### config.mk
export PLATFORM = sky130hd
export DESIGN_NAME = unidade_controle
export DESIGN_NICKNAME = d
export VERILOG_FILES = /design/src/rtl/unidade_controle.sv
export SDC_FILE = /design/constraint.sdc
export NUM_CORES = 1
export LEC_CHECK = 0
export ABC_AREA = 1
export BUFFER_PORTS_ARGS = -buffer_cell sky130_fd_sc_hd__buf_4
export CAP_MARGIN = 10
export CELL_PAD_IN_SITES_DETAIL_PLACEMENT = 2
export CELL_PAD_IN_SITES_GLOBAL_PLACEMENT = 2
export CORE_MARGIN = 1.5
export CORE_UTILIZATION = 18
export CTS_CLUSTER_SIZE = 25
export DETAILED_ROUTE_END_ITERATION = 8
export GPL_ROUTABILITY_DRIVEN = 0
export PLACE_DENSITY = 0.72
export SETUP_SLACK_MARGIN = 0.1
export SLEW_MARGIN = 20
export SYNTH_ARGS = -nofsm -noshare
export SYNTH_HDL_FRONTEND = slang
export SYNTH_SLANG_ARGS = --single-unit
### constraint.sdc
create_clock -name clock -period 1.2 [get_ports clock]
set_input_delay 0.12 -clock clock [delete_from_list [all_inputs] [get_ports clock]]
set_output_delay 0.12 -clock clock [all_outputs]
set_load 0.01 [all_outputs]
### src/rtl/unidade_controle.sv
// unidade_controle: Moore control unit for the memory-sequence game.
// Sequences one round against the datapath: clear, wait for a play,
// register it, compare it, then advance or finish (hit, miss, timeout).
// Build option: define UNIDADE_CONTROLE_TIMEOUT_EN to enable the
// inactivity timeout; without it espera_jogada waits indefinitely,
// contaInativo and timeout are tied low and fim_timeout is unreachable.
//
// state          | code | meaning
// inicial        |  0   | idle after reset, waiting for iniciar
// preparacao     |  1   | clear address counter, play register, idle timer
// espera_jogada  |  2   | waiting for a play, idle timer running
// registra       |  3   | load play register, restart idle timer
// comparacao     |  4   | evaluate comparator / last-position flags
// proximo        |  5   | advance address counter
// fim_acerto     |  A   | round complete, all plays correct
// fim_erro       |  E   | round ended on a wrong play
// fim_timeout    |  D   | round ended on inactivity
module unidade_controle (
    input  logic       clock,
    input  logic       reset,
    input  logic       iniciar,
    input  logic       jogada_feita,
    input  logic       igual,
    input  logic       fimC,
    input  logic       inativo,
    output logic       zeraC,
    output logic       contaC,
    output logic       zeraR,
    output logic       registraR,
    output logic       zeraInativo,
    output logic       contaInativo,
    output logic       pronto,
    output logic       acertou,
    output logic       errou,
    output logic       timeout,
    output logic [3:0] db_estado
);

    typedef enum logic [3:0] {
        INICIAL       = 4'h0,
        PREPARACAO    = 4'h1,
        ESPERA_JOGADA = 4'h2,
        REGISTRA      = 4'h3,
        COMPARACAO    = 4'h4,
        PROXIMO       = 4'h5,
        FIM_ACERTO    = 4'hA,
        FIM_TIMEOUT   = 4'hD,
        FIM_ERRO      = 4'hE
    } estado_t;

    estado_t estado_q;
    estado_t estado_d;

    logic inativo_eff;
    logic timeout_en;

`ifdef UNIDADE_CONTROLE_TIMEOUT_EN
    assign inativo_eff = inativo;
    assign timeout_en  = 1'b1;
`else
    // Timeout disabled: the idle flag from the datapath is deliberately unused.
    logic unused_inativo;
    assign unused_inativo = inativo;
    assign inativo_eff    = 1'b0;
    assign timeout_en     = 1'b0;
`endif

    // State register; asynchronous reset returns to inicial immediately.
    always_ff @(posedge clock or negedge reset) begin
        if (!reset) begin
            estado_q <= INICIAL;
        end else begin
            estado_q <= estado_d;
        end
    end

    // Next-state logic.
    always_comb begin
        estado_d = INICIAL;
        case (estado_q)
            INICIAL: begin
                estado_d = iniciar ? PREPARACAO : INICIAL;
            end
            PREPARACAO: begin
                estado_d = ESPERA_JOGADA;
            end
            ESPERA_JOGADA: begin
                // A play in the same cycle as the idle flag wins.
                if (jogada_feita) begin
                    estado_d = REGISTRA;
                end else if (inativo_eff) begin
                    estado_d = FIM_TIMEOUT;
                end else begin
                    estado_d = ESPERA_JOGADA;
                end
            end
            REGISTRA: begin
                estado_d = COMPARACAO;
            end
            COMPARACAO: begin
                if (!igual) begin
                    estado_d = FIM_ERRO;
                end else if (fimC) begin
                    estado_d = FIM_ACERTO;
                end else begin
                    estado_d = PROXIMO;
                end
            end
            PROXIMO: begin
                estado_d = ESPERA_JOGADA;
            end
            FIM_ACERTO, FIM_ERRO, FIM_TIMEOUT: begin
                // Restart goes straight to preparacao, not through inicial.
                estado_d = iniciar ? PREPARACAO : estado_q;
            end
            default: begin
                estado_d = INICIAL;
            end
        endcase
    end

    // Moore output decode: every output depends on the current state only.
    always_comb begin
        zeraC        = 1'b0;
        contaC       = 1'b0;
        zeraR        = 1'b0;
        registraR    = 1'b0;
        zeraInativo  = 1'b0;
        contaInativo = 1'b0;
        pronto       = 1'b0;
        acertou      = 1'b0;
        errou        = 1'b0;
        timeout      = 1'b0;
        case (estado_q)
            PREPARACAO: begin
                zeraC       = 1'b1;
                zeraR       = 1'b1;
                zeraInativo = 1'b1;
            end
            ESPERA_JOGADA: begin
                contaInativo = timeout_en;
            end
            REGISTRA: begin
                registraR   = 1'b1;
                zeraInativo = 1'b1;
            end
            PROXIMO: begin
                contaC = 1'b1;
            end
            FIM_ACERTO: begin
                pronto  = 1'b1;
                acertou = 1'b1;
            end
            FIM_ERRO: begin
                pronto = 1'b1;
                errou  = 1'b1;
            end
            FIM_TIMEOUT: begin
                pronto  = 1'b1;
                timeout = timeout_en;
            end
            default: begin
            end
        endcase
    end

    assign db_estado = estado_q;

endmodule
Word level (Yosys, flattened, before mapping)
Cells that the tools add are included.
{"block": "word_totals", "ff_bits": 4}
{"block": "op_classes", "n_mux": 13, "eq_ne": 9, "reduce_logical": 4}
{"operator": "case mux 4 bit (6 select lines)", "count": 1}
{"operator": "equality test 4 bit, second input constant", "count": 3}
{"operator": "2-to-1 mux 4 bit", "count": 3}
{"operator": "2-to-1 mux 1 bit", "count": 9}
{"operator": "equality test 4 x 2 -> 1 bit, second input constant", "count": 2}
{"operator": "equality test 4 x 3 -> 1 bit, second input constant", "count": 2}
{"operator": "equality test 4 x 1 -> 1 bit, second input constant", "count": 1}
{"operator": "zero test 4 bit", "count": 1}
{"operator": "OR reduction 2 bit", "count": 2}
{"operator": "OR reduction 3 bit", "count": 1}
{"operator": "inequality test 2 x 1 -> 1 bit, second input constant", "count": 1}

Depth between registers and ports, before layout
Gate-level depths: netlist of the first run.
{"block": "logic_depth", "word_depth": 3, "depth_mapped": 8}

Worst setup path before layout of the first run
OpenSTA, ideal clock, no wires.
{"block": "synth_timing", "kind": "register to register", "start": "reg estado_q[1] (netlist: db_estado[1])", "end": "reg estado_q[0] (netlist: db_estado[0])", "required_time_ns": 1.083, "stages_incl_launch_ff": 8, "setup_time_ns": 0.117, "setup_slack_ns": -0.003, "t_arrival_ns": 1.086, "period_less_slack_ns": 1.203, "cell_sequence": "dfrtp_1 -> buf_6 -> inv_2 -> nand2_2 -> o21ai_2 -> nand2_2 -> nand2_1 -> nand2_1"}
{"block": "synth_via", "elab_chain_len": 3, "word_cells_on_any_way": 13, "cone_classes": "eq/ne (9); mux (1); reduce/logical (3)"}
{"element": "from (decl)", "line": "51", "text": "estado_t estado_q;"}
{"element": "from (signal assigned)", "line": "73", "text": "estado_q <= estado_d;"}
{"element": "equality test 4 bit, or another cell as far along", "line": "80", "text": "case (estado_q)"}
{"element": "OR reduction 3 bit (no source line) or OR reduction 2 bit (tied branches)"}
{"element": "case mux 4 bit (6 select lines) or inequality test 2 x 1 -> 1 bit (tied branches)"}
Several ways; a longest one is shown, not always the timed one.
A chain may end at the register's enable or synchronous reset.

Worst setup path in the final report of the first run
{"block": "layout_timing", "start": "reg estado_q[2] (netlist: db_estado[2])", "end": "out registraR"}
{"block": "layout_via", "elab_chain_len": 2}
{"element": "equality test 4 x 2 -> 1 bit", "line": "134", "text": "case (estado_q)"}
{"element": "2-to-1 mux 1 bit", "line": "134"}
{"element": "to (decl)", "line": "29", "text": "output logic registraR,"}
Every way passes these cells.

==> impl_metrics.csv, run 1 <==
group,metric,value,unit
setup_path,crit_path_end_kind,"output pin",
clock_tree,numCtsBuffers,3,
final_layout,largest_reg_flops,4,
setup_path,start_kind,"flip-flop",
final_layout,nNetsFinal,106,
clock_tree,cts_sinks,4,
power,power.density,2650,nW/um^2
detailed_routing,wl_per_cell,21.1,um
clock_tree,root_buffer,"clkbuf_4",
setup_path,arrival,1.24,ns
global_route,grt_pass1_vias,561,
floorplan,die_w,46.7,um
status,violations,"negative setup slack",
detailed_routing,drt_wl_total,2.59,mm
sta,slew_viol_final,0,
placed_design,hpwl,1.03,mm
sta,worst_clock_skew,0.0000882,ns
clock_tree,insertion_delay,0.23,ns
clock_tree,htree_num_levels,1,
detailed_routing,drtAntennaViolNets,0,
logic_synthesis,synth_seq_cells,4,
setup_path,cp_max_fo,3,
status,status,"complete, but fails checks",
global_route,grt_max_degree,6,
global_route,grtUsageTotal,20.4,%
setup_path,r2r-start,"db_estado[2]",
clock_tree,clkTransAtPathRegs,0.04,ns
clock_tree,cts_tree,"built",
global_route,antenna_found_initial,0,
sta,hold_viol,0,
setup_path,cp_cell_sequence,"inv_2 > nand2_4 > nor2_4 > nand2_2 > inv_2 > buf_6",
floorplan,row_count,15,
floorplan,ios,21,
global_route,grt.overflow.total,0,
setup_path,startpoint,"db_estado[2]",
setup_path,cp_common_cell,"inv_2",
detailed_routing,vias,552,
clock_tree,clk_path_buf_depth,2,
floorplan,start_util,19.5,%
hold_path,hp-class,"in -> async",
detailed_routing,drt_iter0_drc,3,
sta,setup_viol,14,
logic_synthesis,synth_cells,56,
final_layout,n_antenna_cell,0,
setup_path,path_class,"reg -> out",
logic_synthesis,ys_warn_count,0,
power,finalPower,2.36,mW
job,max_cap_viol_count,0,
sta,min_period,1.36,ns
logic_synthesis,syn_area_per_cell,6.14,sq um
detailed_routing,first_pass_iters,3,
final_layout,final_cell_mix,"20 x buf_4, 20 x buf_6, 10 x nor2_1",
floorplan,die_area,2180,sq um
floorplan,die-height,46.7,um
placed_design,place_ws,-0.00741,ns
setup_path,critPathMaxStageDelay,0.42,ns
detailed_routing,routed_via_density,4.49,
sta,setup_slack,-0.159,ns
logic_synthesis,synthesis.area,344,sq um
placed_design,io_buffers,17,
final_layout,area_delta_synth_final,159,%
global_route,grt_pass1_wl,2.94,mm
logic_synthesis,synth.distinct_cells,13,
detailed_routing,drc,0,
sta,rsz0062_at_grt,"true",
final_layout,drive_gt1_share,73.5,%
setup_path,cp_slowest_cell,"dfrtp_1",
power,p_leak,0.458,nW
power,irDropWorstVdd,1.06,mV
floorplan,coreArea,1760,sq um
logic_synthesis,ys_seq_area_share,29.1,%
sta,fin_crit_sh,113,%
sta,fmax,736,MHz
setup_path,worstPathRequired,1.08,ns
layout make-up:
type | instances | area [sq um]
Fill cell | 201 | 872
Timing Repair Buffer | 41 | 385
Multi-Input combinational cell | 41 | 310
Sequential cell | 4 | 104
Inverter | 8 | 35.0
Tap cell | 25 | 31.3
Clock buffer | 4 | 26.3
cell families after synthesis:
family | share of synthesized area, %
DFF | 29.1
AOI/OAI and AO/OA | 4.73
other | 1.09
and+or+nand+nor | 46.5
buffers and inverters | 18.5
critical path, delay by kind of cell (launching register included):
family,cells,cell delay (ns)
flip-flops,1,0.42
buffers and inverters,3,0.31
AND/OR/NAND/NOR,3,0.26
through the flow:
step	setup TNS [ns]	area [sq um]	hold WS (ns)	instances	util, %
floorplan	0	369	-0.176	57	-
global route	-2.00	892	0.238	123	50.6
global placement	0	517	-0.0829	98	29.3
CTS	-0.613	771	0.213	117	43.7
finish	-1.34	892	0.233	123	50.6
detailed placement	-0.00741	517	-0.0817	98	29.3
where the power goes:
group	switching (mW)	internal (mW)	leakage, nW
clock network	0.0657	0.126	0.0150
registers	0.113	0.201	0.0479
logic	0.933	0.923	0.395
path summary, 6_finish.rpt:
kind / slack [ns] / cells past startpoint / end
hold reg to reg: 0.79 / 3 / db_estado[3]
max in group asynchronous: 0.85 / 2 / db_estado[1]
setup reg to reg: -0.12 / 8 / db_estado[1]
hold / removal: 0.23 / 2 / db_estado[3]
setup / recovery: -0.16 / 6 / registraR
min in group clock: 0.24 / 3 / db_estado[1]
layer usage:
metal  routed length [um]  vias up  track usage (%)
met2                 1410       23             38.3
met5                    0        -                0
li1                     -      254                -
met3                   72        8             3.14
met1                 1010      267             23.0
met4                   94        0             7.78
cells in the mapped netlist (all sizes together):
cell / instances / area [sq um]
inv: 8 / 30.0
dfrtp: 4 / 100
nand3: 9 / 45.0
nand2: 11 / 48.8
o21ai: 1 / 8.76
conb: 1 / 3.75
nor3: 2 / 10.0
buf: 4 / 33.8
nor2: 15 / 56.3
o211ai: 1 / 7.51
repair_timing:
action | in CTS | in global routing
gates cloned | 0 | 0
pin swaps | 11 | 11
setup endpoints to repair | 12 | 15
hold buffers | 1 | 0
gates resized for setup | 31 | 21
setup buffers | 14 | 7
endpoints found under the hold margin | 4 | 0
No activity file was read; power rests on OpenSTA's default activity.
==> run 2, diff against run 1 <==
- PLACE_DENSITY: 0.72 -> unset
- PLACE_DENSITY_LB_ADDON: unset -> 0.1
==> run 2 against run 1 <==
  * The run still ends with negative setup slack left
  * Power down 9.4%
  * Via count down 6.5%
  * Routed wire length down 33%
  * Hold slack worse by 0.029 ns
  * Final cell count down 2.4%
  * Non-clock buffer count down 3
  * Global-route usage down 0.44 points
  * Core utilization down 3.5 points
  * Final area down 7.0%
  * Sequential power down 3%
  * Flip-flop and latch count unchanged
  * Critical endpoint unchanged
  * Largest cell class unchanged
==> impl_metrics.csv, run 2 (same netlist as run 1, synthesis figures left out) <==
group,metric,value,unit
floorplan,start_util,19.5,%
status,status,"complete, but fails checks",
global_route,grt_max_degree,6,
detailed_routing,routed_via_density,4.30,
power,p_leak,0.432,nW
floorplan,coreArea,1760,sq um
floorplan,die_area,2180,sq um
sta,slew_viol_final,0,
final_layout,drive_gt1_share,68.4,%
clock_tree,clk_path_buf_depth,2,
placed_design,hpwl,958,um
placed_design,place_inst,104,
detailed_routing,first_pass_iters,4,
clock_tree,root_buffer,"clkbuf_4",
global_route,antenna_found_initial,0,
final_layout,largest_reg_flops,4,
clock_tree,insertion_delay,0.25,ns
floorplan,ios,21,
placed_design,place_ws,0.0313,ns
placed_design,placed_area,562,sq um
setup_path,worstPathRequired,1.08,ns
sta,timing.hold.ws,0.204,ns
placed_design,io_buffers,17,
power,power.density,2580,nW/um^2
floorplan,die_w,46.7,um
sta,setup_slack,-0.139,ns
job,max_cap_viol_count,0,
detailed_routing,drt_iter0_drc,7,
global_route,grtUsageTotal,20.0,%
sta,rsz0062_at_grt,"true",
sta,worst_clock_skew,0.00505,ns
detailed_routing,drt_wl_total,1.75,mm
floorplan,row_count,15,
final_layout,nNetsFinal,103,
final_layout,final_cell_mix,"22 x buf_4, 14 x buf_6, 9 x nor2_1",
setup_path,start_kind,"flip-flop",
detailed_routing,drc,0,
hold_path,hp-class,"in -> async",
sta,fmax,747,MHz
global_route,grt.overflow.total,0,
final_layout,n_antenna_cell,0,
setup_path,crit_path_end_kind,"output pin",
detailed_routing,vias,516,
clock_tree,clkTransAtPathRegs,0.05,ns
final_layout,fin_area,830,sq um
final_layout,area_delta_synth_final,141,%
clock_tree,cts_tree,"built",
setup_path,path_class,"reg -> out",
floorplan,die-height,46.7,um
sta,fin_crit_sh,112,%
setup_path,cp_max_fo,5,
global_route,grt_pass1_vias,575,
final_layout,final_common_cell,"buf_4",
clock_tree,htree_num_levels,1,
sta,min_period,1.34,ns
detailed_routing,wl_per_cell,14.6,um
final_layout,stdcell_count,120,
setup_path,arrival,1.22,ns
power,irDropWorstVdd,1.12,mV
global_route,grt_pass1_wl,2.86,mm
status,violations,"negative setup slack",
clock_tree,cts_sinks,4,
clock_tree,numCtsBuffers,3,
sta,hold_viol,0,
detailed_routing,drtAntennaViolNets,0,
sta,setup_tns,-0.756,ns
sta,setup_viol,10,
## run 2: cell types whose count changed in the layout (fill, tap and decap cells not counted), moves of 2 or more
cell     previous run  this run
nor2_2              1         4
buf_4              20        22
nand3_1             4         6
inv_1               2         4
buf_6              20        14
nor2_4              4         2
## run 2: path summary, 6_finish.rpt
kind	cells past startpoint	slack, ns	endpoint	startpoint
setup / recovery	6	-0.14	registraR	db_estado[3]
hold / removal	2	0.20	db_estado[1]	reset
setup reg to reg	7	-0.04	db_estado[0]	db_estado[3]
hold reg to reg	3	0.68	db_estado[2]	db_estado[2]
max in group asynchronous	2	0.88	db_estado[3]	reset
min in group clock	3	0.21	db_estado[3]	fimC
## run 2: cell type report
| type | count | area [sq um] |
|---|---|---|
| inverters | 8 | 32.5 |
| fillers | 221 | 935 |
| clock buffers | 4 | 26.3 |
| multi-input cells | 41 | 283 |
| flip-flops and latches | 4 | 104 |
| repair buffers | 38 | 353 |
| well taps | 25 | 31.3 |
## run 2: critical path, cell delays in order, from the launching register on
cell and delay (ns):
dfrtp_2 0.45, inv_2 0.09, nand2_4 0.07, nor2_4 0.14, nand2_2 0.08, inv_2 0.06, buf_6 0.09
## run 2: routing by layer
| metal | global-route usage (%) | vias up | routed length, um |
|---|---|---|---|
| met5 | 0 | - | 0 |
| met4 | 8.33 | 0 | 42 |
| met3 | 2.35 | 4 | 58 |
| met2 | 36.9 | 18 | 966 |
| met1 | 23.1 | 248 | 681 |
| li1 | - | 246 | - |
## run 2: repair_timing
item                                    CTS  global route
pin swaps                                 5             4
resized for setup                        31             7
hold buffers                              1             0
buffers inserted                         10             1
hold endpoints to repair                  4             0
endpoints found under the setup margin   14            15
## run 2: through the flow
| step | util, % | total power, mW |
|---|---|---|
| after global placement | 31.8 | 1.21 |
| final | 47.0 | 2.14 |
| after CTS | 45.1 | 2.00 |
| after floorplan | - | 0.773 |
| after detailed placement | 31.8 | 1.22 |
| after global routing | 47.0 | 2.29 |
## run 2: power by group
group          switching, mW  internal (mW)  total [mW]
clock                 0.0709          0.126       0.197
sequential             0.105          0.201       0.306
combinational          0.765          0.872        1.64
==> run 3, diff against run 2 <==
- BUFFER_PORTS_ARGS: -buffer_cell sky130_fd_sc_hd__buf_4 -> unset
- CORE_UTILIZATION: 18 -> 25
- CTS_BUF_LIST: unset -> sky130_fd_sc_hd__clkbuf_16
- DONT_BUFFER_PORTS: unset -> 1
==> run 3 against run 2 <==
  * The flow still finishes with violations (negative setup slack)
  * First-iteration DRC count decreased by 57%
  * Global-route usage rose by 8.3 points
  * Power rose by 0.10%
  * Clock-buffer cell count shrank 1
  * Die area down 26%
  * Maximum frequency rose by 4.5%
  * Core utilization grew 7.0 points
  * Final area shrank 16%
  * Flip-flop and latch count unchanged
  * Setup slack better by 0.058 ns
  * Via count shrank 14%
==> impl_metrics.csv, run 3 (same netlist as run 1, synthesis figures left out) <==
group,metric,value,unit
floorplan,die_area,1610,sq um
power,pwr-share-clk,25.6,%
placed_design,io_buffers,0,
final_layout,area_delta_synth_final,102,%
power,p_sw,0.934,mW
sta,worst_clock_skew,0.000731,ns
floorplan,start_util,26.8,%
clock_tree,htree_num_levels,1,
clock_tree,clk_path_buf_depth,2,
sta,fin_crit_sh,107,%
detailed_routing,wl_per_cell,20.9,um
power,power_frac_comb,58.3,%
floorplan,die-height,40.1,um
power,seq_power_share,16.1,%
hold_path,hp-class,"in -> reg",
floorplan,coreArea,1280,sq um
setup_path,crit_path_end_kind,"output pin",
sta,min_period,1.28,ns
hold_path,min_path_cells,3,
power,p_sw_share,43.6,%
global_route,grt_pass1_vias,486,
clock_tree,insertion_delay,0.23,ns
power,irDropWorstVdd,1.36,mV
global_route,antenna_found_initial,0,
sta,setup_viol,8,
placed_design,hpwl,987,um
job,max_cap_viol_count,0,
sta,setup_tns,-0.361,ns
setup_path,reg2regPathDepth,7,
detailed_routing,drtAntennaViolNets,0,
power,p_leak,0.361,nW
setup_path,r2r-end,"db_estado[0]",
final_layout,largest_reg_flops,4,
global_route,grt_max_degree,8,
hold_path,whs_endpoint,"db_estado[2]",
final_layout,drive_gt1_share,65.3,%
detailed_routing,first_pass_iters,3,
floorplan,ios,21,
sta,rsz0062_at_grt,"true",
final_layout,n_antenna_cell,0,
final_layout,fin_area,694,sq um
sta,fmax,780,MHz
sta,hold_viol,0,
detailed_routing,drc,0,
final_layout,nNetsFinal,83,
setup_path,arrival,1.16,ns
setup_path,cp_max_fo,4,
setup_path,r2r_setup_slack,-0.06,ns
global_route,grtUsageTotal,28.3,%
clock_tree,numCtsBuffers,3,
placed_design,placed_area,429,sq um
global_route,grt_pass1_wl,2.77,mm
power,power.density,3080,nW/um^2
hold_path,worstHoldStart,"fimC",
status,violations,"negative setup slack",
setup_path,r2r-start,"db_estado[0]",
setup_path,worstPathRequired,1.08,ns
placed_design,place_ws,-0.0492,ns
floorplan,row_count,13,
clock_tree,root_buffer,"clkbuf_16",
final_layout,final_cell_mix,"10 x nor2_1, 10 x buf_4, 6 x nand3_1, 6 x buf_6, 5 x nand2_4",
status,status,"complete, but fails checks",
floorplan,die_w,40.1,um
clock_tree,clkTransAtPathRegs,0.03,ns
clock_tree,cts_tree,"built",
sta,setup_slack,-0.0814,ns
sta,slew_viol_final,0,
detailed_routing,drt_wl_total,1.88,mm
detailed_routing,vias,444,
detailed_routing,drt_iter0_drc,3,
setup_path,path_class,"reg -> out",
setup_path,start_kind,"flip-flop",
global_route,grt.overflow.total,0,
clock_tree,cts_sinks,4,
final_layout,nFillCells,140,
detailed_routing,routed_via_density,4.93,
power,intPower,1.21,mW
final_layout,post-route-util,54.0,%
run 3: power by group through the flow:
stage	logic (mW)	registers, mW	clock network (mW)
floorplan	0.481	0.292	0
global placement	0.689	0.311	0
detailed placement	0.732	0.318	0
CTS	1.05	0.324	0.543
global route	1.33	0.352	0.560
finish	1.25	0.344	0.548
run 3: what timing repair did:
item,4_1_cts,5_1_grt
setup buffers,6,1
hold buffers,1,0
resized for setup,20,15
pin swaps,3,1
hold endpoints to repair,4,0
endpoints found under the setup margin,12,13
run 3: layout make-up:
| type | instances | area [sq um] | area share [%] |
|---|---|---|---|
| clock inverter | 1 | 3.75 | 0.541 |
| inverter | 8 | 35.0 | 5.05 |
| timing repair buffer | 18 | 173 | 24.9 |
| sequential | 4 | 105 | 15.1 |
| clock buffer | 3 | 75.1 | 10.8 |
| tap | 15 | 18.8 | 2.70 |
| multi-input combinational | 41 | 284 | 40.9 |
run 3: worst max-delay path, stage by stage, from the launching register on:
cell and delay (ns):
dfrtp_2 0.44, inv_2 0.10, nand3_2 0.14, o21ai_4 0.12
buf_6 0.13
run 3: worst max-delay path by stage:
stage | from | endpoint | slack (ns) | cells past startpoint
global route | db_estado[3] | pronto | -0.12 | 3
global placement | db_estado[1] | db_estado[0] | 0.03 | 5
detailed placement | db_estado[1] | db_estado[0] | -0.05 | 5
finish | db_estado[0] | pronto | -0.08 | 4
CTS | db_estado[1] | pronto | -0.04 | 4
floorplan | db_estado[1] | db_estado[0] | 0.04 | 7
run 3: stage by stage:
stage	std cells	hold slack, ns	power, mW
final	90	0.143	2.14
after global routing	90	0.176	2.24
after CTS	89	0.130	1.92
after detailed placement	78	-0.176	1.05
after global placement	78	-0.176	0.999
after floorplan	57	-0.176	0.773
run 3: per-layer routing:
metal | global-route usage (%) | vias to the layer above | wire length, um
met3 | 9.44 | 6 | 78
met5 | 0 | - | 0
met1 | 34.1 | 211 | 832
li1 | - | 206 | -
met4 | 10.3 | 0 | 64
met2 | 46.0 | 21 | 905
